## src/rtl/hwag_coil_channel.sv

```systemverilog
// Single ignition-coil channel: double-buffered charge/ignition angles, wrap-safe equality
// triggering, and a max-dwell timeout. Optional spark counter via HWAG_COIL_SPARK_CNT_EN.
module hwag_coil_channel #(
    parameter int ACNT_WIDTH = 24,
    parameter int ACNT_MAX   = 3839,
    parameter int TMR_WIDTH  = 24
) (
    input  logic                  clk,
    input  logic                  rst,
    input  logic                  ena,
    input  logic [ACNT_WIDTH-1:0] acnt,
    input  logic                  acnt_step,
    input  logic [ACNT_WIDTH-1:0] charge_angle,
    input  logic [ACNT_WIDTH-1:0] ignition_angle,
    input  logic                  update,
    input  logic [TMR_WIDTH-1:0]  max_dwell,
    input  logic                  fault_clr,
    output logic                  coil_out,
    output logic                  spark,
    output logic                  fault_overdwell,
    output logic                  fault_range,
    output logic                  busy,
    output logic [15:0]           spark_cnt,
    output logic [1:0]            state_dbg
);

    localparam logic [ACNT_WIDTH-1:0] MAX_V = ACNT_WIDTH'(ACNT_MAX);

    typedef enum logic [1:0] {
        ST_DISABLED = 2'd0,
        ST_IDLE     = 2'd1,
        ST_CHARGE   = 2'd2,
        ST_HOLDOFF  = 2'd3
    } state_t;

    state_t                state_q, state_d;
    logic                  coil_q, coil_d;
    logic                  spark_q, spark_d;
    logic                  fault_od_q, fault_od_d;
    logic                  fault_rng_q, fault_rng_d;
    logic [ACNT_WIDTH-1:0] shd_chg_q, shd_chg_d;
    logic [ACNT_WIDTH-1:0] shd_ign_q, shd_ign_d;
    logic [ACNT_WIDTH-1:0] act_chg_q, act_chg_d;
    logic [ACNT_WIDTH-1:0] act_ign_q, act_ign_d;
    logic                  pending_q, pending_d;
    logic [TMR_WIDTH-1:0]  timer_q, timer_d;

    logic upd_ok;
    logic upd_bad;
    logic swap;
    logic hit_chg;
    logic hit_ign;
    logic od_set;

    assign upd_ok  = update & (charge_angle <= MAX_V) & (ignition_angle <= MAX_V);
    assign upd_bad = update & ~upd_ok;
    // Active angles may only change while no dwell is in progress.
    assign swap    = pending_q & ((state_q == ST_IDLE) | (state_q == ST_DISABLED));
    assign hit_chg = acnt_step & (acnt == act_chg_q);
    assign hit_ign = acnt_step & (acnt == act_ign_q);

    always_comb begin
        shd_chg_d = shd_chg_q;
        shd_ign_d = shd_ign_q;
        act_chg_d = act_chg_q;
        act_ign_d = act_ign_q;
        pending_d = pending_q;
        if (swap) begin
            act_chg_d = shd_chg_q;
            act_ign_d = shd_ign_q;
            pending_d = 1'b0;
        end
        // A fresh capture keeps pending set even when the old shadow swaps in this cycle.
        if (upd_ok) begin
            shd_chg_d = charge_angle;
            shd_ign_d = ignition_angle;
            pending_d = 1'b1;
        end
    end

    always_comb begin
        state_d = state_q;
        coil_d  = 1'b0;
        spark_d = 1'b0;
        timer_d = timer_q;
        od_set  = 1'b0;
        if (!ena) begin
            state_d = ST_DISABLED;
        end else begin
            case (state_q)
                ST_DISABLED: state_d = ST_IDLE;
                ST_IDLE: begin
                    if (hit_chg && (act_chg_q != act_ign_q)) begin
                        state_d = ST_CHARGE;
                        coil_d  = 1'b1;
                        timer_d = '0;
                    end
                end
                ST_CHARGE: begin
                    coil_d = 1'b1;
                    if (timer_q != '1) timer_d = timer_q + TMR_WIDTH'(1);
                    if (hit_ign) begin
                        state_d = ST_IDLE;
                        coil_d  = 1'b0;
                        spark_d = 1'b1;
                    end else if ((max_dwell != '0) && (timer_q == max_dwell - TMR_WIDTH'(1))) begin
                        state_d = ST_HOLDOFF;
                        coil_d  = 1'b0;
                        od_set  = 1'b1;
                    end
                end
                ST_HOLDOFF: begin
                    // Swallow this cycle's ignition so a late spark cannot occur.
                    if (hit_ign) state_d = ST_IDLE;
                end
                default: state_d = ST_DISABLED;
            endcase
        end
    end

    assign fault_od_d  = od_set  ? 1'b1 : (fault_clr ? 1'b0 : fault_od_q);
    assign fault_rng_d = upd_bad ? 1'b1 : (fault_clr ? 1'b0 : fault_rng_q);

    always_ff @(posedge clk or posedge rst) begin
        if (rst) begin
            state_q     <= ST_DISABLED;
            coil_q      <= 1'b0;
            spark_q     <= 1'b0;
            fault_od_q  <= 1'b0;
            fault_rng_q <= 1'b0;
            shd_chg_q   <= '0;
            shd_ign_q   <= '0;
            act_chg_q   <= '0;
            act_ign_q   <= '0;
            pending_q   <= 1'b0;
            timer_q     <= '0;
        end else begin
            state_q     <= state_d;
            coil_q      <= coil_d;
            spark_q     <= spark_d;
            fault_od_q  <= fault_od_d;
            fault_rng_q <= fault_rng_d;
            shd_chg_q   <= shd_chg_d;
            shd_ign_q   <= shd_ign_d;
            act_chg_q   <= act_chg_d;
            act_ign_q   <= act_ign_d;
            pending_q   <= pending_d;
            timer_q     <= timer_d;
        end
    end

`ifdef HWAG_COIL_SPARK_CNT_EN
    logic [15:0] spark_cnt_q, spark_cnt_d;

    always_comb begin
        spark_cnt_d = spark_cnt_q;
        if (fault_clr) spark_cnt_d = '0;
        else if (spark_d && (spark_cnt_q != 16'hFFFF)) spark_cnt_d = spark_cnt_q + 16'd1;
    end

    always_ff @(posedge clk or posedge rst) begin
        if (rst) spark_cnt_q <= '0;
        else     spark_cnt_q <= spark_cnt_d;
    end

    assign spark_cnt = spark_cnt_q;
`else
    assign spark_cnt = 16'd0;
`endif

    assign coil_out        = coil_q;
    assign spark           = spark_q;
    assign fault_overdwell = fault_od_q;
    assign fault_range     = fault_rng_q;
    assign busy            = (state_q == ST_CHARGE) | (state_q == ST_HOLDOFF);
    assign state_dbg       = state_q;

endmodule
```

## config.mk

```make
export PLATFORM = sky130hd
export DESIGN_NAME = hwag_coil_channel
export DESIGN_NICKNAME = d
export VERILOG_FILES = /design/src/rtl/hwag_coil_channel.sv
export SDC_FILE = /design/constraint.sdc
export NUM_CORES = 1
export LEC_CHECK = 0
export ABC_AREA = 1
export CAP_MARGIN = 5
export CORE_MARGIN = 2
export CORE_UTILIZATION = 52
export DETAILED_ROUTE_END_ITERATION = 8
export PLACE_DENSITY = 0.78
export SYNTH_ARGS = -nofsm -noshare
export SYNTH_HDL_FRONTEND = slang
export SYNTH_SLANG_ARGS = --single-unit
```

## constraint.sdc

```tcl
create_clock -name clk -period 4.8 [get_ports clk]
set_clock_uncertainty 0.1 [all_clocks]
set_input_delay 0.96 -clock clk [delete_from_list [all_inputs] [get_ports clk]]
set_output_delay 0.96 -clock clk [all_outputs]
set_load 0.005 [all_outputs]
```

# --- Yosys cells after proc, flatten, opt, wreduce, memory -nomap -nowiden ---
# Index checks and enable logic that the tools add are counted.
op_classes:
  n_eq_ne: 13
  magnitude_cmp: 2
  shift: 0
  n_div: 0
  n_mul: 0
  n_addsub: 2
  reduce_logical: 10
  n_mux: 26
  bitwise_logic: 9
op_table:
  columns: ["operator", "count"]
  rows:
  - ["$eq A24 B24 Y1", 3]
  - ["$le A24 B12 Y1 const B", 2]
  - ["$mux W24", 2]
  - ["$pmux W24 S2", 1]
  - ["$add A24 B1 Y24 const B", 1]
  - ["$ne A24 B24 Y1", 1]
  - ["$ne A24 B24 Y1 const B", 1]
  - ["$reduce_bool A24 Y1", 1]
  - ["$sub A24 B1 Y24 const B", 1]
  - ["$mux W1", 16]
  - ["$mux W2", 5]
  - ["$pmux W2 S4", 1]
  - ["$reduce_bool A2 Y1", 4]
  - ["$and A1 B1 Y1", 6]
  - ["$eq A2 B2 Y1 const B", 2]
  - ["$ne A4 B4 Y1 const B", 1]
  - ["$reduce_and A4 Y1", 1]
  - ["$ne A3 B2 Y1 const B", 1]
  - ["$ne A3 B3 Y1 const B", 1]
  - ["$reduce_and A3 Y1", 1]
  - ["$eq A2 B1 Y1 const B", 1]
  - ["$logic_and A1 B1 Y1", 2]
  - ["$logic_not A2 Y1", 1]
  - ["$ne A2 B1 Y1 const B", 1]
  - ["4 further kinds", 5]
totals:
  ramBits: 0
  input_bits: 102
  mem_bits_ro: 0
  latch_bits: 0
  output_inout_bits: 23
  word_cells: 73
  mem_count: 0
  reg_bits: 127

# --- Longest topological paths before layout ---
logic_depth:
  word_depth: 8
  ltp_mapped: 17
  depth_no_buf: 17

# --- Worst setup path after synthesis ---
# No wires, ideal clock.
synth_path:
  path_kind: "input port to flip-flop"
  start: "in max_dwell[0]"
  end: "reg state_q[0] (netlist: state_dbg[0])"
  setup_slack_ns: 2.259
  arrival_ns: 2.324
  stages: 15
  required_ns: 4.582
  n_path_buf: 0
  path_cell_list: "inv_1 -> ha_1 -> nand2_2 -> nor2_8 -> nand2_2 -> clkinv_1 -> nand2_1 -> a21oi_2 -> nand2_1 -> nor2_1 -> nand4_1 -> nand2_2 -> nand2_1 -> nand3_1 -> nand2_1"
synth_via:
  elab_chain_cells: 5
  word_cells_on_any_way: 6
synth_rtl:
  columns: ["item", "line", "source"]
  rows:
  - ["from (decl)", "16", "input logic [TMR_WIDTH-1:0] max_dwell,"]
  - ["$sub A24 B1 Y24", "106", "end else if ((max_dwell != '0) && (timer_q == max_dwell - TMR_WIDTH'(1))) begin"]
  - ["$eq A24 B24 Y1", "106", null]
  - ["$logic_and A1 B1 Y1 *", "106", null]
  - ["$ne A4 B4 Y1 (no line) *", null, null]
  - ["$reduce_and A3 Y1 (no line) *", null, null]
  - ["to (signal assigned)", "138", "state_q <= state_d;"]
  - ["to (decl)", "36", "state_t state_q, state_d;"]
# Every way passes the cells marked *; elsewhere a longest branch is shown, timed or not.
# A chain may end at the register's enable or synchronous reset.

# --- Final worst setup path ---
layout_path:
  start: "reg state_q[0] (netlist: state_dbg[0])"
  end: "out busy"
layout_via:
  elab_chain_cells: 2
  word_cells_on_any_way: 3
layout_rtl:
  columns: ["item", "line", "source"]
  rows:
  - ["$eq A2 B2 Y1", "175", "assign busy = (state_q == ST_CHARGE) | (state_q == ST_HOLDOFF);"]
  - ["$or A1 B1 Y1 *", "175", null]
  - ["to (decl)", "22", "output logic busy,"]
# Marked as above.

==> results.ini <==
[floorplan]
die_area_um2=16100
die_w_um=127
pin_count=125
initial_utilization_pct=53.5
coreArea_um2=14600
rows=44
die_y_um=127

[critical_path]
path_class=reg -> out
reg2reg_from=state_dbg[1]$_DFFE_PP0P_
cp-start-kind=register
critPathArrivalTime_ns=2.36
crit_path_max_fanout=23
cp-endpoint=busy
timing.rr.end=pending_q$_DFFE_PP0P_
startpoint=state_dbg[0]$_DFFE_PP0P_
required_ns=3.74
crit_path_end_kind=primary output
reg2reg_depth=6
reg2reg_setup_slack_ns=2.09

[clock_tree]
clockBufferDepth=2
cts_tree=yes
clock_latency_ns=0.43
numCtsBuffers=17
cts_hold_buf=0
cts_max_level=4
cts_resized=0
root_buffer=clkbuf_16
path_clk_slew_ns=0.06
clock_sinks=127
post_cts_buffers=0

[yosys]
synth_flop_cell=dfrtp_1
ys_warn_count=0
synth_cell_types=49
synth-seq-cells=127
ys_seq_area_share_pct=40.5
async_reset_ff_share_pct=100
synth_area_per_cell_um2=7.38
syn_area_um2=7840
syn_inst=1062
synth-edff-count=0

[layout]
fin_nets=1273
drive_gt1_share_pct=6.63
antenna_cells=0
area_growth_pct=22.0

[routing]
drtIter0Drc=403
drtAntennaViolNets=0
routedWlPerCell_um=14.0
wl_mm=19.0
num_vias=6961
drt_pass1_iterations=5
viasPerCell=5.12
route.detailed.drc=0

[sta]
hold_ws_ns=0.373
finalSetupViolCount=0
maxSlewHeadroom_pct=36.2
worstMarginPinSlew_ns=0.958
max_freq_ghz=0.293
final.setup.tns_ns=0
maxSlewViolCount=0
min_period_ns=3.42
rsz0062_at_grt=no
fin_crit_sh_pct=71.2
hold_violations=0

[pwr]
peakVddDrop_v=0.000281
total_power_mw=2.75
cellLeakagePower_nw=4.60
power.density_nw_per_um2=288

[global_routing]
grt.total_usage_pct=24.5
grt_pass1_vias=6570
grt_pass1_wl_mm=31.2
gr-total-overflow=0
grt_max_degree=78
antenna_found_initial=0

[placed_design]
port_buffers=108
gp_congestion=0.973
hpwl_mm=14.6

[run]
cap_violations=0

[status]
status=finished clean

[worst_hold_path]
hold_path_class=reg -> reg

[final cells by class]
type                    count  area [um^2]
clock buffers              20          447
well taps                 184          230
fillers                  1260         5080
inverters                 145          547
flip-flops and latches    127         3180
multi-input cells         762         3910
clock inverters            11          134
repair buffers            111         1120
[state kept, by name, summed over array words and instances (netlist names)]
signal and count:
act_chg_q 24, act_ign_q 24, coil_out 1, fault_overdwell 1, fault_range 1, pending_q 1, shd_chg_q 24, shd_ign_q 24
spark 1, state_dbg 2, timer_q 24
[layout by cell type (no fill, tap or decap), drive strengths merged]
| cell | netlist | layout |
|---|---|---|
| o21bai | 2 | 2 |
| nor3b | 2 | 2 |
| ha | 7 | 7 |
| nand2 | 300 | 300 |
| a31o | 1 | 1 |
| xnor2 | 44 | 44 |
| nor4 | 13 | 13 |
| nand3 | 41 | 41 |
| clkinv | 2 | 4 |
| conb | 1 | 16 |
| o21ai | 69 | 69 |
| dfrtp | 127 | 127 |
| nand3b | 3 | 3 |
| o2111ai | 2 | 2 |
| o211ai | 1 | 1 |
| o221ai | 1 | 1 |
| clkinvlp | 0 | 4 |
| o31ai | 19 | 19 |
| xor2 | 34 | 34 |
| nor2 | 134 | 134 |
| clkdlybuf4s50 | 0 | 108 |
| a211oi | 1 | 1 |
| or2 | 11 | 11 |
| clkbuf | 16 | 20 |
| or4 | 1 | 1 |
| nor3 | 21 | 21 |
| o22ai | 3 | 3 |
| buf | 27 | 3 |
| nor4b | 1 | 1 |
| and2 | 2 | 2 |
| inv | 143 | 146 |
| nand4 | 28 | 28 |
| a21oi | 5 | 5 |
| bufinv | 0 | 2 |
[kinds of logic after synthesis]
group,synth area share [%]
AND/OR/NAND/NOR,31.4
buffers and inverters,10.4
flip-flops,40.5
AO/OA/AOI/OAI,7.77
XOR/XNOR,8.72
adder cells (fa/ha/maj),1.12
other,0.0478
[how the worst min path moves through the flow]
stage	endpoint	slack, ns	depth (start not counted)	start
4_1_cts	act_chg_q[4]$_DFFE_PP0P_	0.38	2	shd_chg_q[4]$_DFFE_PP0P_
6_report	act_chg_q[4]$_DFFE_PP0P_	0.37	2	shd_chg_q[4]$_DFFE_PP0P_
2_1_floorplan	act_chg_q[10]$_DFFE_PP0P_	0.34	2	shd_chg_q[10]$_DFFE_PP0P_
5_1_grt	act_chg_q[4]$_DFFE_PP0P_	0.40	2	shd_chg_q[4]$_DFFE_PP0P_
3_3_place_gp	act_chg_q[6]$_DFFE_PP0P_	0.35	2	shd_chg_q[6]$_DFFE_PP0P_
3_5_place_dp	act_chg_q[9]$_DFFE_PP0P_	0.36	2	shd_chg_q[9]$_DFFE_PP0P_
[metal layers]
layer  global-route usage [%]  part of all wire, %
met2                     38.5                   45
met1                     33.7                   46
met4                     9.24                  2.3
met5                        0                    0
met3                     5.10                  6.7
[critical path, stage by stage, from the launching register on]
cell	delay (ns)
dfrtp_1	0.44
inv_1	0.09
ha_1	0.29
inv_1	0.54
nand2_1	0.11
clkdlybuf4s50_1	0.47
[Yosys cell counts, types with 2 or more instances]
cell	number	area share [%]
or2_2	11	0.88
o21ai_0	67	4.3
clkbuf_2	3	0.19
nor2_4	2	0.29
o2111ai_1	2	0.22
nor3_4	2	0.41
nor2_1	125	6.0
nand3_1	41	2.6
a21oi_1	4	0.26
xnor2_1	44	4.9
buf_4	19	1.8
o31ai_1	18	1.7
o21ai_1	2	0.13
xor2_1	34	3.8
nand3b_1	3	0.29
nor3_2	4	0.51
inv_2	3	0.14
nor4_1	13	1.0
nor2_2	6	0.48
buf_6	4	0.57
dfrtp_1	127	41
buf_2	4	0.26
nand2_1	290	14
nand4_1	27	2.2
nand2_2	9	0.72
ha_1	7	1.1
o22ai_1	3	0.24
clkbuf_1	13	0.62
nor3_1	15	0.96
inv_1	140	6.7
clkinv_1	2	0.096
[per-stage QoR]
step	area (um^2)	setup WS, ns	std cells	utilization (%)
floorplan	7900	0.356	1077	-
global placement	8980	1.33	1329	61.3
detailed placement	8980	1.31	1329	61.3
CTS	9560	1.33	1360	65.3
global route	9560	1.21	1360	65.3
finish	9560	1.38	1360	65.3
[where the power goes]
group          total [mW]  switching, mW  internal (mW)
Combinational       0.385          0.225          0.160
Clock                1.27          0.487          0.780
Sequential           1.10         0.0183           1.08
Power figures use the tool's default switching activity.
